**src/rtl/path_pkg.sv**
```systemverilog
// Shared constants and state encoding for the path trace reader.
package path_pkg;

    localparam int COST_W = 12;
    localparam logic [COST_W-1:0] COST_INF = 12'hFFF;

    localparam logic [2:0] DIR_N  = 3'd0;
    localparam logic [2:0] DIR_NE = 3'd1;
    localparam logic [2:0] DIR_E  = 3'd2;
    localparam logic [2:0] DIR_SE = 3'd3;
    localparam logic [2:0] DIR_S  = 3'd4;
    localparam logic [2:0] DIR_SW = 3'd5;
    localparam logic [2:0] DIR_W  = 3'd6;
    localparam logic [2:0] DIR_NW = 3'd7;

    localparam logic [1:0] ERR_NONE      = 2'd0;
    localparam logic [1:0] ERR_UNREACHED = 2'd1;
    localparam logic [1:0] ERR_OFFGRID   = 2'd2;
    localparam logic [1:0] ERR_LOOP      = 2'd3;

    typedef enum logic [2:0] {
        S_IDLE  = 3'd0,
        S_FETCH = 3'd1,
        S_WAIT  = 3'd2,
        S_EMIT  = 3'd3,
        S_DONE  = 3'd4,
        S_ERR   = 3'd5
    } state_e;

endpackage

```
**src/rtl/path_dir_step.sv**
```systemverilog
// Predecessor-cell calculator: applies a direction code to a cell and flags
// steps that leave the grid (no wrap-around).
module path_dir_step
    import path_pkg::*;
#(
    parameter int GRID_W = 16,
    parameter int GRID_H = 16,
    parameter int XW     = 4,
    parameter int YW     = 4
) (
    input  logic [XW-1:0] cur_x,
    input  logic [YW-1:0] cur_y,
    input  logic [2:0]    dir,
    output logic [XW-1:0] nxt_x,
    output logic [YW-1:0] nxt_y,
    output logic          off_grid
);

    localparam logic [XW-1:0] X_MAX = XW'(GRID_W - 32'sd1);
    localparam logic [YW-1:0] Y_MAX = YW'(GRID_H - 32'sd1);
    localparam logic [XW-1:0] X_ONE = XW'(1'b1);
    localparam logic [YW-1:0] Y_ONE = YW'(1'b1);

    logic inc_x_s, dec_x_s, inc_y_s, dec_y_s;
    logic off_x_s, off_y_s;

    // Decode direction into per-axis increment/decrement requests.
    always_comb begin
        inc_x_s = 1'b0;
        dec_x_s = 1'b0;
        inc_y_s = 1'b0;
        dec_y_s = 1'b0;
        case (dir)
            DIR_N:   dec_y_s = 1'b1;
            DIR_NE:  begin inc_x_s = 1'b1; dec_y_s = 1'b1; end
            DIR_E:   inc_x_s = 1'b1;
            DIR_SE:  begin inc_x_s = 1'b1; inc_y_s = 1'b1; end
            DIR_S:   inc_y_s = 1'b1;
            DIR_SW:  begin dec_x_s = 1'b1; inc_y_s = 1'b1; end
            DIR_W:   dec_x_s = 1'b1;
            DIR_NW:  begin dec_x_s = 1'b1; dec_y_s = 1'b1; end
            default: begin inc_x_s = 1'b0; dec_x_s = 1'b0; end
        endcase
    end

    // Apply the x and y moves with edge detection.
    always_comb begin
        nxt_x   = cur_x;
        nxt_y   = cur_y;
        off_x_s = 1'b0;
        off_y_s = 1'b0;
        if (dec_x_s) begin
            off_x_s = (cur_x == {XW{1'b0}});
            nxt_x   = cur_x - X_ONE;
        end else if (inc_x_s) begin
            off_x_s = (cur_x >= X_MAX);
            nxt_x   = cur_x + X_ONE;
        end else begin
            off_x_s = 1'b0;
            nxt_x   = cur_x;
        end
        if (dec_y_s) begin
            off_y_s = (cur_y == {YW{1'b0}});
            nxt_y   = cur_y - Y_ONE;
        end else if (inc_y_s) begin
            off_y_s = (cur_y >= Y_MAX);
            nxt_y   = cur_y + Y_ONE;
        end else begin
            off_y_s = 1'b0;
            nxt_y   = cur_y;
        end
        off_grid = off_x_s | off_y_s;
    end

endmodule

```
**src/rtl/path_trace.sv**
```systemverilog
// Walks the settled cost/direction field from a destination back to the
// source, streaming each visited cell as a valid/ready beat.
module path_trace
    import path_pkg::*;
#(
    parameter int GRID_W    = 16,
    parameter int GRID_H    = 16,
    parameter int XW        = 4,
    parameter int YW        = 4,
    parameter int MAX_STEPS = 256
) (
    input  logic              clk,
    input  logic              rst_n,
    input  logic              start,
    input  logic              abort,
    input  logic [XW-1:0]     dst_x,
    input  logic [YW-1:0]     dst_y,
    output logic              rd_en,
    output logic [XW-1:0]     rd_x,
    output logic [YW-1:0]     rd_y,
    input  logic              rd_valid,
    input  logic [COST_W-1:0] rd_cost,
    input  logic [2:0]        rd_dir,
    output logic              step_valid,
    input  logic              step_ready,
    output logic [XW-1:0]     step_x,
    output logic [YW-1:0]     step_y,
    output logic              step_last,
    output logic              busy,
    output logic              done,
    output logic              err,
    output logic [1:0]        err_code
);

    localparam int STEP_W = $clog2(MAX_STEPS + 1);
    localparam logic [STEP_W-1:0] STEP_ONE  = STEP_W'(1'b1);
    localparam logic [STEP_W-1:0] STEP_LAST = STEP_W'(MAX_STEPS - 32'sd1);

    state_e              state_r, state_next_s;
    logic [XW-1:0]       cur_x_r, cur_x_next_s, nxt_x_s;
    logic [YW-1:0]       cur_y_r, cur_y_next_s, nxt_y_s;
    logic [STEP_W-1:0]   steps_r, steps_next_s;
    logic [COST_W-1:0]   prev_cost_r, prev_cost_next_s;
    logic [COST_W-1:0]   cost_r, cost_next_s;
    logic [2:0]          dir_r, dir_next_s;
    logic [1:0]          err_code_r, err_code_next_s;
    logic                off_grid_s;
    logic                rd_en_r, step_valid_r, step_last_r, busy_r, done_r, err_r;

    path_dir_step #(
        .GRID_W (GRID_W),
        .GRID_H (GRID_H),
        .XW     (XW),
        .YW     (YW)
    ) u_dir_step (
        .cur_x    (cur_x_r),
        .cur_y    (cur_y_r),
        .dir      (dir_r),
        .nxt_x    (nxt_x_s),
        .nxt_y    (nxt_y_s),
        .off_grid (off_grid_s)
    );

    // Next-state and datapath update logic; abort overrides every busy state.
    always_comb begin
        state_next_s     = state_r;
        cur_x_next_s     = cur_x_r;
        cur_y_next_s     = cur_y_r;
        steps_next_s     = steps_r;
        prev_cost_next_s = prev_cost_r;
        cost_next_s      = cost_r;
        dir_next_s       = dir_r;
        err_code_next_s  = err_code_r;
        if (abort && (state_r != S_IDLE)) begin
            state_next_s = S_IDLE;
        end else begin
            case (state_r)
                S_IDLE: begin
                    if (start && !abort) begin
                        state_next_s     = S_FETCH;
                        cur_x_next_s     = dst_x;
                        cur_y_next_s     = dst_y;
                        steps_next_s     = {STEP_W{1'b0}};
                        prev_cost_next_s = COST_INF;
                        err_code_next_s  = ERR_NONE;
                    end else begin
                        state_next_s = S_IDLE;
                    end
                end
                S_FETCH: state_next_s = S_WAIT;
                S_WAIT: begin
                    if (rd_valid) begin
                        cost_next_s = rd_cost;
                        dir_next_s  = rd_dir;
                        if (rd_cost == COST_INF) begin
                            state_next_s    = S_ERR;
                            err_code_next_s = ERR_UNREACHED;
                        end else if ((rd_cost >= prev_cost_r) && (steps_r != {STEP_W{1'b0}})) begin
                            state_next_s    = S_ERR;
                            err_code_next_s = ERR_LOOP;
                        end else begin
                            state_next_s = S_EMIT;
                        end
                    end else begin
                        state_next_s = S_WAIT;
                    end
                end
                S_EMIT: begin
                    if (step_ready) begin
                        steps_next_s = steps_r + STEP_ONE;
                        if (cost_r == {COST_W{1'b0}}) begin
                            state_next_s = S_DONE;
                        end else if (steps_r == STEP_LAST) begin
                            state_next_s    = S_ERR;
                            err_code_next_s = ERR_LOOP;
                        end else if (off_grid_s) begin
                            state_next_s    = S_ERR;
                            err_code_next_s = ERR_OFFGRID;
                        end else begin
                            state_next_s     = S_FETCH;
                            cur_x_next_s     = nxt_x_s;
                            cur_y_next_s     = nxt_y_s;
                            prev_cost_next_s = cost_r;
                        end
                    end else begin
                        state_next_s = S_EMIT;
                    end
                end
                S_DONE:  state_next_s = S_IDLE;
                S_ERR:   state_next_s = S_IDLE;
                default: state_next_s = S_IDLE;
            endcase
        end
    end

    // State, datapath and registered output flags (outputs follow the next state).
    always_ff @(posedge clk or negedge rst_n) begin
        if (!rst_n) begin
            state_r      <= S_IDLE;
            cur_x_r      <= {XW{1'b0}};
            cur_y_r      <= {YW{1'b0}};
            steps_r      <= {STEP_W{1'b0}};
            prev_cost_r  <= COST_INF;
            cost_r       <= {COST_W{1'b0}};
            dir_r        <= 3'd0;
            err_code_r   <= ERR_NONE;
            rd_en_r      <= 1'b0;
            step_valid_r <= 1'b0;
            step_last_r  <= 1'b0;
            busy_r       <= 1'b0;
            done_r       <= 1'b0;
            err_r        <= 1'b0;
        end else begin
            state_r      <= state_next_s;
            cur_x_r      <= cur_x_next_s;
            cur_y_r      <= cur_y_next_s;
            steps_r      <= steps_next_s;
            prev_cost_r  <= prev_cost_next_s;
            cost_r       <= cost_next_s;
            dir_r        <= dir_next_s;
            err_code_r   <= err_code_next_s;
            rd_en_r      <= (state_next_s == S_FETCH);
            step_valid_r <= (state_next_s == S_EMIT);
            step_last_r  <= (state_next_s == S_EMIT) && (cost_next_s == {COST_W{1'b0}});
            busy_r       <= (state_next_s == S_FETCH) || (state_next_s == S_WAIT) ||
                            (state_next_s == S_EMIT);
            done_r       <= (state_next_s == S_DONE);
            err_r        <= (state_next_s == S_ERR);
        end
    end

    assign rd_en      = rd_en_r;
    assign rd_x       = cur_x_r;
    assign rd_y       = cur_y_r;
    assign step_valid = step_valid_r;
    assign step_x     = cur_x_r;
    assign step_y     = cur_y_r;
    assign step_last  = step_last_r;
    assign busy       = busy_r;
    assign done       = done_r;
    assign err        = err_r;
    assign err_code   = err_code_r;

endmodule

```
**config.mk**
```make
export PLATFORM = sky130hd
export DESIGN_NAME = path_trace
export DESIGN_NICKNAME = d
export VERILOG_FILES = /design/src/rtl/path_pkg.sv /design/src/rtl/path_dir_step.sv /design/src/rtl/path_trace.sv
export SDC_FILE = /design/constraint.sdc
export NUM_CORES = 1
export LEC_CHECK = 0
export BUFFER_PORTS_ARGS = -buffer_cell sky130_fd_sc_hd__buf_2
export CAP_MARGIN = 30
export CORE_UTILIZATION = 53
export CTS_BUF_LIST = sky130_fd_sc_hd__clkbuf_8
export DETAILED_ROUTE_END_ITERATION = 12
export MAX_ROUTING_LAYER = met4
export PLACE_DENSITY = 0.79
export SLEW_MARGIN = 0
export SYNTH_ARGS = -nofsm -noshare
export SYNTH_HDL_FRONTEND = slang
export SYNTH_SLANG_ARGS = --single-unit
```
**constraint.sdc**
```tcl
create_clock -name clk -period 2.4 [get_ports clk]
set_input_delay 0.24 -clock clk [delete_from_list [all_inputs] [get_ports clk]]
set_output_delay 0.24 -clock clk [all_outputs]
set_load 0.02 [all_outputs]
```
==> metrics.yaml <==
start_util_pct: 56.3
drtIter0Drc: 169
dr.pass1.iters: 5
gr-total-overflow: 0
setup_viol: 6
hp-class: "input port to register"
crit_chain: "inv_1 -> ha_4 -> nand4_1 -> nor3_1 -> buf_4 -> a2111oi_4 -> a21o_1 -> a21oi_4 -> buf_6 -> nand3_2 -> a22o_1"
critPathKind: "register to register"
wl_mm: 7.90
synthMuxAreaShare_pct: 5.28
violations: "negative setup slack"
synthXorXnorAreaFrac_pct: 2.76
cts_root_buffer: "clkbuf_8"
holdWs_ns: 0.153
hold_viol: 0
antennaDiodeCount: 0
numCtsBuffers: 5
peakVddDrop_v: 0.000655
ant_nets: 0
yosysMostFrequentCell: "dfrtp_1"
synth_area_leaders: "dfrtp_1 34%, dfstp_2 9.9%, ha_1 7.5%"
max_freq_ghz: 0.411
maxCapViolCount: 0
synth_top_family_by_area: "compound AO/OA/AOI/OAI gates"
fin_crit_ns: 2.43
crit_path_top_delay_cell: "dfstp_2"
grt_util_all_layers_pct: 27.0
layout.nets: 438
p_leak_nw: 1.86
dp.final_hpwl_mm: 5.53
outcome: "finished, violations left"
fin_crit_sh_pct: 101
p_per_area_mw_per_mm2: 1250
start_kind: "register"
fp.dieW_um: 79.4
cp-end-kind: "register"
yosys-top-cells-count: "43 x dfrtp_1, 20 x o21ai_0, 19 x ha_1, 19 x inv_1, 19 x nor2_1"
rrSetupSlack_ns: -0.03
drive_gt1_share_pct: 37.5
setup_slack_ns: -0.0348
critPathTopFamily: "compound AO/OA/AOI/OAI gates"
cp_data_arrival_time_ns: 2.64
area_growth_pct: 23.5
synth_cell_type_count: 55
netlist.area_leader.share_pct: 33.9
async_flop_share_pct: 100
cp.buffers_inverters: 3
cp.required_ns: 2.61
max-slew-margin-rel_pct: 54.3
synth_compound_area_share_pct: 17.1
yosysTopAreaCell: "dfrtp_1"
io_buffer_count: 52
yosysSeqAreaShare_pct: 43.8
yosysWarnings: 0
clk_latency_ns: 0.32
grt_pass1_wl_mm: 12.6
syn_area_per_cell_sq_um: 10.1
synth-simple-area-share_pct: 16.0
synth_edf_count: 0
fin_util_pct: 69.5
max_stage_delay_ns: 0.54
syn_inst: 313
place_congestion: 0.850
grt_pass1_vias: 2626
finClkSkew_ns: 0.00979
grt_setup_unrepaired: "yes"
die_h_um: 79.4
worstMarginPinSlew_ns: 0.685
cts.sinks: 55
synth_nets: 363
vias_per_cell: 5.91
cts_tree: "done"
final-max-slew-violation-count: 0
netlist_area_sq_mm: 0.00317
wire_per_inst_um: 17.1
clock_tree.buffer_depth: 2
io_pins: 53
crit_fanout: 7
num_vias: 2726
antenna_found_initial: 0
dieArea_sq_mm: 0.00630
synth_flop_cell: "dfrtp_1"
htree_levels: 2
clk_pin_slew_ns: 0.10
synth-seq-cells: 55
grt_max_degree: 31
core.rowCount: 27
coreArea_sq_mm: 0.00564
synth_fa_ha_area_share_pct: 8.75
drc_errors: 0
[what timing repair did]
item	4_1_cts	5_1_grt
hold endpoints to repair	23	0
endpoints found under the setup margin	21	27
hold buffers	1	0
setup buffers	3	0
gates cloned	1	1
resized for setup	7	16
pin swaps	5	9
[final timing paths]
kind / endpoint / cells past startpoint / startpoint
setup / recovery: rd_y[0]$_DFFE_PN0P_ / 11 / prev_cost_r[11]$_DFFE_PN1P_
hold / removal: dir_r[0]$_DFFE_PN0P_ / 2 / rd_dir[0]
setup reg to reg: rd_y[0]$_DFFE_PN0P_ / 11 / prev_cost_r[11]$_DFFE_PN1P_
hold reg to reg: prev_cost_r[1]$_DFFE_PN1P_ / 1 / cost_r[1]$_DFF_PN0_
max in group asynchronous: prev_cost_r[3]$_DFFE_PN1P_ / 3 / rst_n
min in group asynchronous: cost_r[6]$_DFF_PN0_ / 2 / rst_n
[where the power goes]
group	internal [W]	total [W]	leakage [nW]	switching, W
Sequential	0.00131	0.00165	0.669	0.000340
Combinational	0.00119	0.00260	1.13	0.00142
Clock	0.000317	0.000634	0.0587	0.000318
[worst reg2reg max path, stage by stage (launching register included)]
cell and delay [ns]:
dfstp_2 0.54, inv_1 0.06, ha_4 0.27, nand4_1 0.16, nor3_1 0.19, buf_4 0.15, a2111oi_4 0.04, a21o_1 0.21
a21oi_4 0.24, buf_6 0.16, nand3_2 0.06, a22o_1 0.24
[state kept, by name, indices dropped and copies added (netlist names)]
register	flops
cost_r	12
prev_cost_r	12
steps_r	9
rd_x	4
rd_y	4
dir_r	3
state_r	3
err_code	2
busy	1
done	1
err	1
rd_en	1
step_last	1
step_valid	1
[cells in the final DEF (no fill, tap or decap), types with 3 or more instances in the layout]
| cell | instances |
|---|---|
| a21o_1 | 4 |
| a21oi_2 | 3 |
| clkbuf_8 | 5 |
| o22a_1 | 12 |
| o21ai_0 | 20 |
| a22o_1 | 4 |
| nor4_1 | 8 |
| nand2_1 | 18 |
| a21oi_1 | 10 |
| dfrtp_1 | 43 |
| buf_4 | 30 |
| nor3_2 | 3 |
| nor2_1 | 19 |
| dfstp_2 | 12 |
| nand4_1 | 9 |
| inv_1 | 16 |
| buf_2 | 52 |
| mux2_2 | 12 |
| nand3_1 | 12 |
| ha_4 | 5 |
| o22ai_1 | 4 |
| ha_1 | 13 |
| and3_1 | 6 |
| xor2_1 | 5 |
| xnor2_1 | 5 |
| a31oi_1 | 4 |
| nor3_1 | 3 |
| nand2b_1 | 3 |
| inv_2 | 3 |
[final cells by class]
type	count	area, sq um
multi-input cells	222	1730
fillers	426	1720
clock buffers	5	68.8
flip-flops and latches	55	1390
well taps	72	90.1
inverters	19	71.3
clock inverters	3	47.5
repair buffers	85	518
[stage by stage]
stage | total power, W | cell area [sq um] | setup slack [ns] | setup TNS, ns | cells
4_1_cts | 0.00472 | 3820 | -0.00227 | -0.00317 | 460
2_1_floorplan | 0.00333 | 3190 | 0.0407 | 0 | 313
5_1_grt | 0.00523 | 3920 | -0.145 | -1.96 | 461
3_3_place_gp | 0.00392 | 3630 | -0.00244 | -0.00795 | 447
6_report | 0.00489 | 3920 | -0.0348 | -0.0588 | 461
3_5_place_dp | 0.00400 | 3630 | -0.0597 | -0.836 | 447
[logic make-up (layout without fill, tap and decap cells)]
kind of cell / count (synthesis) / count (layout)
flops: 55 / 55
compound gates: 78 / 78
mux: 15 / 15
xor+xnor: 10 / 10
buf+inv: 38 / 112
fa+ha+maj: 21 / 21
simple gates: 96 / 98
[per-layer routing]
metal | vias to the layer above | routed length, um | GRT usage [%] | part of all wire, %
li1 | 1294 | - | - | -
met1 | 1343 | 3500 | 35.6 | 44
met2 | 82 | 3950 | 44.6 | 50
met3 | 7 | 361 | 3.09 | 4.6
met4 | 0 | 84 | 6.91 | 1.1
met5 | - | 0 | - | 0
Power figures use the tool's default switching activity.
